===== config.mk =====
export PLATFORM = sky130hd
export DESIGN_NAME = store_write_buffer
export DESIGN_NICKNAME = d
export VERILOG_FILES = /design/src/rtl/store_write_buffer.sv
export SDC_FILE = /design/constraint.sdc
export NUM_CORES = 1
export LEC_CHECK = 0
export ABC_CLOCK_PERIOD_IN_PS = 4500
export CAP_MARGIN = 20
export CORE_UTILIZATION = 54
export DETAILED_ROUTE_END_ITERATION = 6
export PLACE_DENSITY = 0.9
export SLEW_MARGIN = 40
export SYNTH_ARGS = -nofsm -noshare
export SYNTH_HDL_FRONTEND = slang
export SYNTH_SLANG_ARGS = --single-unit

===== constraint.sdc =====
create_clock -name clk -period 4.5 [get_ports clk]
set_input_delay 0.9 -clock clk [delete_from_list [all_inputs] [get_ports clk]]
set_output_delay 0.9 -clock clk [all_outputs]
set_load 0.005 [all_outputs]

===== src/rtl/store_write_buffer.sv =====
`default_nettype none
// ============================================================================
// Module   : store_write_buffer
// Desc     : 4-entry circular store buffer with load-conflict detection.
//            Define WRITE_MERGE_EN to merge same-word stores into the tail.
// Revision : 1.0  initial release
// ============================================================================
module store_write_buffer (
    input  logic        clk,
    input  logic        rst,
    input  logic        wr_valid,
    input  logic [31:0] wr_addr,
    input  logic [31:0] wr_data,
    input  logic [3:0]  wr_be,
    output logic        wr_ready,
    output logic        mem_req,
    output logic [31:0] mem_addr,
    output logic [31:0] mem_wdata,
    output logic [3:0]  mem_be,
    input  logic        mem_ack,
    input  logic [31:0] rd_addr,
    output logic        rd_conflict,
    output logic [2:0]  count,
    output logic        empty
);

    localparam int c_DEPTH = 4;

    logic [29:0] r_addr [c_DEPTH];
    logic [31:0] r_data [c_DEPTH];
    logic [3:0]  r_be   [c_DEPTH];
    logic [1:0]  r_head;
    logic [1:0]  r_tail;
    logic [2:0]  r_count;

    logic               w_accept;
    logic               w_push;
    logic               w_pop;
    logic [c_DEPTH-1:0] w_match;
    logic               w_unused_bits;

    assign count     = r_count;
    assign empty     = (r_count == 3'd0);
    assign wr_ready  = (r_count < 3'd4);
    assign mem_req   = !empty;
    assign mem_addr  = {r_addr[r_head], 2'b00};
    assign mem_wdata = r_data[r_head];
    assign mem_be    = r_be[r_head];

    // A store with no byte lanes enabled carries no data and is dropped.
    assign w_accept = wr_valid && wr_ready && (wr_be != 4'b0000);
    assign w_pop    = mem_req && mem_ack;

    assign w_unused_bits = &{1'b0, wr_addr[1:0], rd_addr[1:0]};

`ifdef WRITE_MERGE_EN
    logic [1:0] w_last;
    logic       w_merge;

    // Requiring two entries keeps the head, which may already be on the bus, untouched.
    assign w_last  = r_tail - 2'd1;
    assign w_merge = w_accept && (r_count >= 3'd2) && (r_addr[w_last] == wr_addr[31:2]);
    assign w_push  = w_accept && !w_merge;
`else
    assign w_push  = w_accept;
`endif

    generate
        for (genvar gi = 0; gi < c_DEPTH; gi++) begin : g_match
            logic [1:0] w_offset;
            assign w_offset    = 2'(gi) - r_head;
            assign w_match[gi] = ({1'b0, w_offset} < r_count) && (r_addr[gi] == rd_addr[31:2]);
        end
    endgenerate

    assign rd_conflict = |w_match;

    always_ff @(posedge clk) begin
        if (rst) begin
            r_head  <= 2'd0;
            r_tail  <= 2'd0;
            r_count <= 3'd0;
            for (int i = 0; i < c_DEPTH; i++) begin
                r_be[i] <= 4'b0000;
            end
        end else begin
            if (w_push) begin
                r_addr[r_tail] <= wr_addr[31:2];
                r_data[r_tail] <= wr_data;
                r_be[r_tail]   <= wr_be;
                r_tail         <= r_tail + 2'd1;
            end
`ifdef WRITE_MERGE_EN
            if (w_merge) begin
                for (int b = 0; b < 4; b++) begin
                    if (wr_be[b]) begin
                        r_data[w_last][8*b +: 8] <= wr_data[8*b +: 8];
                    end
                end
                r_be[w_last] <= r_be[w_last] | wr_be;
            end
`endif
            if (w_pop) begin
                r_head <= r_head + 2'd1;
            end
            if (w_push && !w_pop) begin
                r_count <= r_count + 3'd1;
            end else if (!w_push && w_pop) begin
                r_count <= r_count - 3'd1;
            end
        end
    end

endmodule
`default_nettype wire


==> impl_metrics.toml, run 1 <==
[outcome]
status = "complete, no violations"

[power]
p_int_mw = 5.25
max-vdd-ir-drop_uv = 476
power_frac_clock = 0.309
power_mw = 6.97
power_share_of_the_sequential_group = 0.447
static-leakage-power_nw = 4.78
power_frac_comb = 0.243
power.switching_fraction = 0.248
power.density_cell_area_mw_per_mm2 = 481
netSwitchingPower_mw = 1.73

[min_path]
timing.hold.worst_endpoint = "count[2]"
timing.hold.worst.start = "count[2]"
worst_hold_path_type = "register to register"
min_path_cells = 2

[global_routing]
largest_net_degree_at_the_start_of_global_routing = 63
antenna_violations_before_repair = 1
global_route_wire_length_before_repair_um = 38600
first_global_vias = 6658
gr-total-overflow = 0
grt_use_total = 0.241

[floorplan]
die_w_um = 148
die_height_um = 148
core-area_mm2 = 0.0210
floorplan.rows = 53
pin_count = 179
initial_core_utilization = 0.550
die_area_mm2 = 0.0220

[yosys]
synth_async_sr_flop_share = 0
seq_area_frac_synth = 0.702
synth-edff-count = 264
yosysWarnings = 0
synth_area_leaders = "sky130_fd_sc_hd__edfxtp_1 69%, sky130_fd_sc_hd__mux4_2 13%, sky130_fd_sc_hd__xor2_1 8.0%, sky130_fd_sc_hd__dfxtp_1 1.6%, sky130_fd_sc_hd__xnor2_1 1.5%"
post-synth-top-area-fraction = 0.686
synth_area_leader_cell = "sky130_fd_sc_hd__edfxtp_1"
synth_top_flop_cell = "sky130_fd_sc_hd__edfxtp_1"
synthesis.area_per_instance_um2 = 19.1
synth_cell_types = 34
netlist_area_mm2 = 0.0116
post_synth_inst_count = 604
yosys_reg_bits = 273

[clock_network]
cts-buffers-inserted = 27
worst_skew_pair.late_latency_ns = 0.53
buffer_count_from_post_cts_setup_fixing = 0
worst_setup_hold_path_clk_slew_ns = 0.06
cts_tree = "yes"
cts_hold_buffers = 0
clock-sinks = 273
clk_root_buffer_cell = "sky130_fd_sc_hd__clkbuf_16"
htreeDepth = 1
cts-root-to-sink-buffers = 3

[final_layout]
layout.cell_area.non_filler_mm2 = 0.0145
nNetsFinal = 909
utilization = 0.689
n_antenna_cell = 0
flow.area_growth_from_synthesis_pct = 25.4
drive_above_1_share = 0.148

[setup_path]
critical-path-max-stage-delay_ns = 0.52
cp_common_cell = "sky130_fd_sc_hd__clkdlybuf4s50_1"
path_max_fanout = 4
critPathKind = "input pin to output pin"
r2r_setup_slack_ns = 1.70
worst_reg_to_reg_path_cell_count = 5
worst_setup_path_start_kind = "input pin"
cp_data_arrival_time_ns = 3.33
critical_path_cell_with_the_highest_stage_delay = "sky130_fd_sc_hd__clkdlybuf4s50_1"
rr_endpoint = "r_data[2][9]"
worstPathCellList = "clkdlybuf4s50_1 > xor2_1 > nor4_2 > nand4_1 > a2111oi_0 > or4_1 > clkdlybuf4s50_1"
worstReg2RegStart = "count[2]"
critical_path_required_ns = 3.60
worst_setup_path_end_kind = "output pin"

[job]
maxCapViolCount = 0

[timing]
finalHoldViolCount = 0
setup-violations-final = 0
worst-slew-pin-transition_ns = 0.800
final_max_slew_viol_count = 0
final.min_clock_period_ns = 4.23
slew_headroom = 0.467
finalSetupTns_ns = 0
fmaxAchievable_ghz = 0.236
min_period_over_period = 0.941
final.setup_skew_ns = 0.00677
rsz0062_at_grt = "no"

[route]
wirelength_um = 25600
ant_nets = 0
dr.first_iter.drc_count = 430
num_vias = 6275
wire_per_inst_um = 23.5
vias_per_cell = 5.76
detail_route.drc_violations = 0
drt-pass1-iter-count = 4

[placed_design]
placed_area_mm2 = 0.0136
gp_congestion = 0.864
port-buffer-count = 172
place.detailed.hpwl_um = 17300
==> critical path: cells and delay by family <==
family                    cells  cell delay [ns]
buffers and inverters         2             1.02
xor gates and xnor gates      1             0.21
and+or+nand+nor               3             0.82
AOI/OAI and AO/OA             1             0.39
==> synthesized netlist by cell type (2+ instances only) <==
library cell / n
sky130_fd_sc_hd__edfxtp_1: 264
sky130_fd_sc_hd__xor2_1: 106
sky130_fd_sc_hd__mux4_2: 66
sky130_fd_sc_hd__nor4_1: 23
sky130_fd_sc_hd__xnor2_1: 20
sky130_fd_sc_hd__inv_1: 14
sky130_fd_sc_hd__and2_1: 12
sky130_fd_sc_hd__nor2_1: 12
sky130_fd_sc_hd__dfxtp_1: 9
sky130_fd_sc_hd__ha_1: 9
sky130_fd_sc_hd__nand3_1: 8
sky130_fd_sc_hd__a21oi_1: 7
sky130_fd_sc_hd__buf_2: 7
sky130_fd_sc_hd__nand4_1: 7
sky130_fd_sc_hd__clkbuf_1: 6
sky130_fd_sc_hd__and3_1: 5
sky130_fd_sc_hd__a2111oi_0: 4
sky130_fd_sc_hd__buf_1: 3
sky130_fd_sc_hd__nor3_1: 3
sky130_fd_sc_hd__buf_4: 2
sky130_fd_sc_hd__mux2i_1: 2
sky130_fd_sc_hd__or3_1: 2
sky130_fd_sc_hd__or4_1: 2
==> repair_timing <==
action	in CTS	in global routing
endpoints found under the hold margin	0	0
endpoints found under the setup margin	0	1
gates resized for setup	0	1
==> logic make-up after synthesis <==
logic type,after synthesis,share of synthesized area
simple gates,79,0.0401
buf+inv,33,0.0128
flops,273,0.702
compound gates,14,0.00790
other cells,1,0.000325
fa+ha+maj,10,0.0115
mux,68,0.130
xor+xnor,126,0.0955
==> stage by stage <==
step                std cells  setup WS [ns]  hold WS, ns
floorplan                 605          0.952        0.518
global route             1090          0.151        0.574
detailed placement       1041          0.195        0.542
finish                   1090          0.267        0.546
CTS                      1090          0.183        0.550
global placement         1041          0.309        0.536
==> cells in the final DEF, fill, tap and decap left out, types with 5 or more instances in the layout <==
cell	count
sky130_fd_sc_hd__a21oi_1	7
sky130_fd_sc_hd__and2_1	8
sky130_fd_sc_hd__and3_1	5
sky130_fd_sc_hd__clkbuf_1	10
sky130_fd_sc_hd__clkbuf_16	27
sky130_fd_sc_hd__clkdlybuf4s50_1	172
sky130_fd_sc_hd__dfxtp_1	7
sky130_fd_sc_hd__edfxtp_1	264
sky130_fd_sc_hd__ha_1	9
sky130_fd_sc_hd__inv_1	14
sky130_fd_sc_hd__mux4_2	66
sky130_fd_sc_hd__nand3_1	8
sky130_fd_sc_hd__nand4_1	7
sky130_fd_sc_hd__nor2_1	12
sky130_fd_sc_hd__nor4_1	22
sky130_fd_sc_hd__xnor2_1	20
sky130_fd_sc_hd__xor2_1	106
==> sequential cells by signal (all words and copies together), names as in the netlist, named ones only <==
signal	flops
r_data	128
r_addr	120
r_be	16
count	3
r_head	2
r_tail	2
==> worst max path at each step <==
stage	end	slack [ns]	cells after the start	startpoint
2_1_floorplan	r_addr[0][0]	0.95	6	wr_be[0]
3_3_place_gp	rd_conflict	0.31	7	rd_addr[13]
3_5_place_dp	rd_conflict	0.19	7	rd_addr[7]
4_1_cts	rd_conflict	0.18	7	rd_addr[7]
5_1_grt	rd_conflict	0.15	7	rd_addr[13]
6_report	rd_conflict	0.27	7	rd_addr[13]
==> metal layers <==
metal	vias to the layer above	track usage	routed length, um
met5	-	0	13
met1	3170	0.305	9790
met3	40	0.0690	2430
met2	280	0.408	12800
met4	2	0.0649	529
li1	2783	-	-
==> power groups by stage <==
stage                     sequential [mW]  combinational, mW  clock, mW
after floorplan                      3.08              0.907          0
after global placement               3.17               1.68          0
after detailed placement             3.18               1.70          0
after CTS                            3.13               1.72       2.19
after global routing                 3.15               1.83       2.29
final                                3.12               1.70       2.16
==> final cells by class <==
| type | instances | area [um2] |
|---|---|---|
| Timing Repair Buffer | 180 | 1810 |
| Sequential cell | 273 | 8120 |
| Multi-Input combinational cell | 299 | 3320 |
| Clock inverter | 9 | 96.3 |
| Inverter | 14 | 52.6 |
| Clock buffer | 40 | 754 |
| Fill cell | 1327 | 6530 |
| Tap cell | 275 | 344 |
No activity file was read; power rests on OpenSTA's default activity.
==> run 2: changes to the inputs <==
--- a/config.mk
+++ b/config.mk
@@ -6,7 +6,6 @@
 export NUM_CORES = 1
 export LEC_CHECK = 0
 export ABC_CLOCK_PERIOD_IN_PS = 4500
-export CAP_MARGIN = 20
 export CORE_UTILIZATION = 54
 export DETAILED_ROUTE_END_ITERATION = 6
 export PLACE_DENSITY = 0.9
==> results of run 2 <==
The final DEF is identical to that of run 1; final timing and power are the same.
